File: config.mk
export PLATFORM = sky130hd
export DESIGN_NAME = mem_responder
export DESIGN_NICKNAME = d
export VERILOG_FILES = /design/src/rtl/mem_responder.sv
export SDC_FILE = /design/constraint.sdc
export NUM_CORES = 2
export LEC_CHECK = 0
export ABC_AREA = 1
export CORE_ASPECT_RATIO = 0.75
export CORE_UTILIZATION = 30
export CTS_CLUSTER_DIAMETER = 40
export DETAILED_ROUTE_END_ITERATION = 6
export PLACE_DENSITY = 0.44
export SYNTH_ARGS = -nofsm -noshare
export SYNTH_HDL_FRONTEND = slang
export SYNTH_SLANG_ARGS = --single-unit
File: constraint.sdc
create_clock -name CLK -period 2.3 [get_ports CLK]
set_input_delay 0.46 -clock CLK [delete_from_list [all_inputs] [get_ports CLK]]
set_output_delay 0.46 -clock CLK [all_outputs]
set_load 0.01 [all_outputs]
File: src/rtl/mem_responder.sv
// mem_responder: single-port word memory that answers a level-held bus
// request after a fixed access latency.
//
// Ports:
//   CLK       clock, rising edge
//   nRST      asynchronous active-low reset (clears FSM and all storage)
//   dREN      read request, held until completion
//   dWEN      write request, held until completion (wins over dREN)
//   daddr     byte address; word index taken from [log2(DEPTH)+1:2]
//   dstore    write data, sampled on the completion edge
//   dwait     high while a request is outstanding, low in its completion cycle
//   dload     read data in the read completion cycle, zero otherwise
//   memstate  registered FSM state (0 idle, 1 access, 2 done)
//
// state  | meaning
// IDLE   | no access in flight; a request here starts one
// ACCESS | counting latency for the latched index/kind
// DONE   | one-cycle gap after completion; requests are ignored
module mem_responder #(
  parameter int LAT   = 2,
  parameter int DEPTH = 64
) (
  input  logic        CLK,
  input  logic        nRST,
  input  logic        dREN,
  input  logic        dWEN,
  input  logic [31:0] daddr,
  input  logic [31:0] dstore,
  output logic        dwait,
  output logic [31:0] dload,
  output logic [1:0]  memstate
);

  localparam int         IDX_W = $clog2(DEPTH);
  localparam logic [3:0] LAT_C = 4'(LAT);

  typedef enum logic [1:0] {
    S_IDLE   = 2'd0,
    S_ACCESS = 2'd1,
    S_DONE   = 2'd2
  } state_t;

  state_t           state_q, state_d;
  logic [3:0]       cnt_q, cnt_d;
  logic [IDX_W-1:0] idx_q, idx_d;
  logic             kind_q, kind_d;
  logic [31:0]      mem_q [DEPTH];

  logic             req;
  logic [IDX_W-1:0] cur_idx;
  logic             match;
  logic             complete;
  logic             mem_we;
  logic             unused_addr_bits;

  assign req              = dREN | dWEN;
  assign cur_idx          = daddr[IDX_W+1:2];
  // Upper address bits alias; byte offset bits are don't-care.
  assign unused_addr_bits = ^{daddr[31:IDX_W+2], daddr[1:0]};

  // kind is 1 for write, so dWEN alone decides it.
  assign match    = (cur_idx == idx_q) && (dWEN == kind_q);
  assign complete = (state_q == S_ACCESS) && req && match && (cnt_q == LAT_C);
  assign mem_we   = complete && kind_q;

  always_comb begin
    state_d = state_q;
    cnt_d   = cnt_q;
    idx_d   = idx_q;
    kind_d  = kind_q;
    case (state_q)
      S_IDLE: begin
        if (req) begin
          state_d = S_ACCESS;
          cnt_d   = 4'd1;
          idx_d   = cur_idx;
          kind_d  = dWEN;
        end
      end
      S_ACCESS: begin
        if (!req) begin
          state_d = S_IDLE;
          cnt_d   = 4'd0;
        end else if (!match) begin
          // Bus changed its mind mid-access: restart latency for the new target.
          cnt_d  = 4'd1;
          idx_d  = cur_idx;
          kind_d = dWEN;
        end else if (cnt_q < LAT_C) begin
          cnt_d = cnt_q + 4'd1;
        end else begin
          state_d = S_DONE;
        end
      end
      S_DONE: begin
        state_d = S_IDLE;
        cnt_d   = 4'd0;
      end
      default: begin
        state_d = S_IDLE;
        cnt_d   = 4'd0;
      end
    endcase
  end

  always_ff @(posedge CLK or negedge nRST) begin
    if (!nRST) begin
      state_q <= S_IDLE;
      cnt_q   <= 4'd0;
      idx_q   <= '0;
      kind_q  <= 1'b0;
    end else begin
      state_q <= state_d;
      cnt_q   <= cnt_d;
      idx_q   <= idx_d;
      kind_q  <= kind_d;
    end
  end

  // One flop row per word so every word can be cleared by the async reset.
  for (genvar gi = 0; gi < DEPTH; gi++) begin : g_word
    always_ff @(posedge CLK or negedge nRST) begin
      if (!nRST) begin
        mem_q[gi] <= 32'h0;
      end else if (mem_we && (idx_q == IDX_W'(gi))) begin
        mem_q[gi] <= dstore;
      end
    end
  end

  assign dwait    = req & ~complete;
  assign dload    = (complete && !kind_q) ? mem_q[idx_q] : 32'h0;
  assign memstate = state_q;

endmodule

# After elaboration in Yosys (flattened, before gate mapping)
# Cells that the tools add are included.
# word_totals
reg_bits,2061
latch_bits,0
mem_bits_rw,0
rom_bits,0
input_bits,68
output_inout_bits,35
word_cells,247
mem_count,0
# op_classes
add_sub_neg,1
mul,0
n_div,0
n_lt_le_gt_ge,2
eq_ne,73
n_shift,0
n_mux,22
bitwise_logic,4
reduce_logical,77
# ops
cell,n
$bmux 32 s6,1
$eq 6x6->1 const B,32
$eq 6x5->1 const B,16
$mux 32,3
$logic_and 1x1->1,70
$eq 6x4->1 const B,8
$eq 6x3->1 const B,4
$mux 6,3
$mux 4,4
$eq 6x2->1 const B,2
$pmux 6 s2,1
$mux 2,4
$pmux 4 s2,1
$ge 7x7->1 const B,1
$not 6->7,1
$eq 6x1->1 const B,1
$eq 6x6->1,1
$logic_not 6->1,1
$ne 2x2->1 const B,3
$ne 3x3->1 const B,2
$add 4x1->4 const B,1
$eq 4x2->1 const B,1
$lt 4x2->1 const B,1
$ne 4x3->1 const B,1
14 further kinds,16

# Logic depth before layout (Yosys ltp)
# logic_depth
word_depth,6
ltp_mapped,14
ltp_nobuf,11

# Worst setup path after synthesis
# OpenSTA, ideal clock, no wires.
# synth_path
path_kind,register to output
start,register idx_q[0]
end,output dload[11]
arrival_time_ns,1.896
required_time_ns,1.840
slack_ns,-0.056
path_stages_with_launch,13
path_buffers,3
path_cell_list,dfrtp_1 -> buf_2 -> inv_2 -> clkbuf_1 -> clkbuf_1 -> nor2_1 -> o21ai_0 -> nand2_1 -> nand2_1 -> nand2_1 -> o21ai_0 -> nand3_1 -> nor2_1
# synth_via
elab_chain_cells,6
word_cells_on_any_way,10
cone_classes,eq/ne (1); mux (4); bitwise (1); reduce/logical (4)
# synth_rtl
item,line,rtl
start: declaration,45,"logic [IDX_W-1:0] idx_q, idx_d;"
start signal: assignment,115,idx_q <= idx_d;
"parallel branches: the longest is 5 deep, another holds $bmux 32 s6",-,
$mux 32 *,132,assign dload = (complete && !kind_q) ? mem_q[idx_q] : 32'h0;
end: declaration,30,"output logic [31:0] dload,"
# Every way passes the cells marked *. The select of a mux whose other input is x is not followed.

# Worst setup path after layout
# layout_path
start,register idx_q[0]
end,output dload[28]
# Same word-level chain as after synthesis.

==> impl_metrics.toml <==
[outcome]
status = "finished with violations"
violations = "setup timing"

[routing]
dr_total_vias = 99620
ant_nets = 0
routedWlPerCell_um = 24.55
route.detailed.drc = 0
drt_iter0_drc = 10440
dr.pass1.iters = 6
wl_um = 482700
vias_per_cell = 5.065

[timing]
relSlewSlack_pct = 38.52
fin_ws_ps = -1768
fmax_mhz = 245.8
fin_skew_ps = 49.30
rsz0062_at_grt = "yes"
period_minus_slack_ps = 4068
whs_ps = 62.80
setup_violations = 2095
tightestPinTransition_ps = 922.2
slew_violations = 0
period_share_pct = 176.9
hold_violations = 0

[critical_path]
cp_slowest_stage_delay_ps = 540
cp-start-kind = "flop"
path_cells = "buf_6 > nand2_4 > buf_12 > buf_8 > buf_4 > o21ai_0 > o21ai_1 > buf_4 > nand2_1 > o21ai_2 > buf_6 > nand3_1 > nor2_1 > buf_4 > buf_6"
path_delay_family = "buffers and inverters"
cp.required_ps = 1840
r2r_cells = 22
critPathKind = "flop to output port"
reg2reg_from = "idx_q[0]"
crit_buf_inv = 8
crit_path_max_fanout = 8
cp-startpoint = "idx_q[0]"
critPathCaptureType = "output port"
r2r-end = "mem_q[1173]"
rrSetupSlack_ps = -1370
worstPathArrival_ps = 3610
slowest_stage = "dfrtp_4"

[global_routing]
grt-ovfl-total = 0
grt_max_degree = 114
antenna_found_initial = 15
track_usage_pct = 27.40
grt_pass1_vias = 94340
grt_pass1_wl_um = 696500

[synth]
yosys.area.top_type = "dfrtp_1"
synthMostInstantiatedCell = "nand2_1"
synthesis.area_um2 = 101900
avgSynthCellArea_um2 = 7.213
synth_nets = 14190
synth_async_sr_flop_share_pct = 100.0
synth-main-ff-cell = "dfrtp_1"
seq_area_frac_synth_pct = 50.64
synth_edf_count = 0
synthTopCellsByCount = "nand2_1 (5689), nand3_1 (2087), dfrtp_1 (2061)"
synth_cell_types = 23
yosys-top-cells-area = "dfrtp_1 (51%), nand2_1 (21%), nand3_1 (10%)"
yosys_warnings = 0
synth_seq_cells = 2061
synth_top_area_share_pct = 50.64
synthCells = 14120

[pwr]
pwr-share-comb_pct = 13.9
seq_power_share_pct = 33.1
powerDensity_nw_per_um2 = 805.5
ir_drop_uv = 593.9
p_total_w = 0.1098
leakage_nw = 71.30
p_switching_w = 0.03167
p_int_w = 0.07817
switching_share_pct = 28.84
clockPowerShare_pct = 53.0

[min_path]
hold_depth = 4
min_from = "dstore[7]"
min_to = "mem_q[519]"
hp-class = "input port to flop"

[place]
gp_congestion = 0.8963
dpl.cell_count = 18840
portBuffers = 76
place_ws_ps = -2344
hpwl_um = 308700

[cts]
clock_latency_ps = 950
cts_buffers = 363
cts-root-buf = "clkbuf_16"
path_clk_slew_ps = 60
clockBufferDepth = 4
cts_sinks = 2061
cts_max_level = 5
tritoncts = "done"

[die]
chipWidth_um = 674.8
die_height_um = 506.6
initial_core_util_pct = 30.28
ios = 103
core_um2 = 336400
die_area_um2 = 341900
fp-row-count = 184

[finish]
syn_to_final_growth_pct = 33.88
nets = 14970
layout.cells.non_filler = 19670
fill_cells = 34560
layout-drive-gt1-share_pct = 17.81
fin_util_pct = 40.54

[run]
maxCapViolCount = 0
==> worst reg2reg max path: cells and delay by family (launching register included) <==
kind          cells  cell delay [ps]
xor+xnor          1              140
flops             1              540
buf+inv          14             2060
simple gates      7              790
==> final cells by class <==
| class | count | area (um^2) | area share, % |
|---|---|---|---|
| Antenna cell | 3 | 7.507 | 0.005506 |
| Clock buffer | 420 | 9842 | 7.218 |
| Clock inverter | 246 | 3084 | 2.262 |
| Inverter | 432 | 1660 | 1.218 |
| Multi-Input combinational cell | 10410 | 45930 | 33.69 |
| Sequential cell | 2061 | 51580 | 37.83 |
| Tap cell | 4464 | 5585 | 4.096 |
| Timing Repair Buffer | 1628 | 18630 | 13.66 |
| Timing Repair inverter | 1 | 30.03 | 0.02202 |
==> layer usage <==
layer  routed length (um)  part of all wire [%]  up-vias  track usage, %
li1                     -                     -    46530               -
met1               230300                    48    48790           41.82
met2               201000                    42     3611           39.29
met3                33750                   7.0      687           4.052
met4                17660                   3.7        0           8.873
met5                    0                     0        -               0
==> sequential cells by signal, summed over array words and instances (netlist names) <==
name and count:
mem_q 2048, idx_q 6, kind_q 1, cnt_q 4, memstate 2
==> stage by stage <==
stage	setup TNS (ps)	instance area [um^2]
floorplan	0	101900
finish	-2615030	136400
global route	-2839760	136400
detailed placement	-1581620	118100
CTS	-1570290	134100
global placement	-1585250	118100
==> placed cells by master, fill, tap and decap left out, types with 40 or more instances in the layout <==
cell type,n
bufinv_16,52
nor2_4,100
buf_12,339
buf_16,40
nand2_2,167
clkbuf_16,402
clkinv_2,48
nand2_1,5476
o21ai_2,62
o21ai_0,938
nand2_4,53
o21ai_1,256
buf_6,134
nor2_1,1188
inv_1,426
dfrtp_1,2059
clkinv_4,51
buf_4,1027
nand3_1,2059
clkinvlp_4,52
==> power by group through the flow <==
stage	logic [W]	registers (W)	clock network [W]
floorplan	0.00479	0.0370	0
global placement	0.0129	0.0370	0
detailed placement	0.0129	0.0370	0
CTS	0.0143	0.0363	0.0589
global route	0.0160	0.0363	0.0605
finish	0.0153	0.0363	0.0582
==> repair_timing <==
action                      CTS  global route
hold buffers                 20             0
pin swaps                   116           148
gates resized for setup     778           465
hold endpoints to repair   1261             0
setup endpoints to repair  2086          2095
cloned                       21            28
setup buffers                50            53
==> worst max path at each step <==
stage | depth (start not counted) | to
finish | 15 | dload[28]
global route | 16 | dload[5]
CTS | 15 | dload[5]
detailed placement | 14 | dload[9]
global placement | 13 | dload[0]
floorplan | 11 | dload[14]
==> kinds of logic (layout without fill, tap and decap cells) <==
logic type,after synthesis,in the layout,share of synthesized area [%]
flops,2061,2061,50.64
xor+xnor,6,6,0.05159
compound gates,1315,1315,6.538
buf+inv,1648,2727,6.647
fa+ha+maj,2,2,0.02457
other cells,0,3,0
simple gates,9088,9088,36.10
Power figures use the tool's default switching activity.
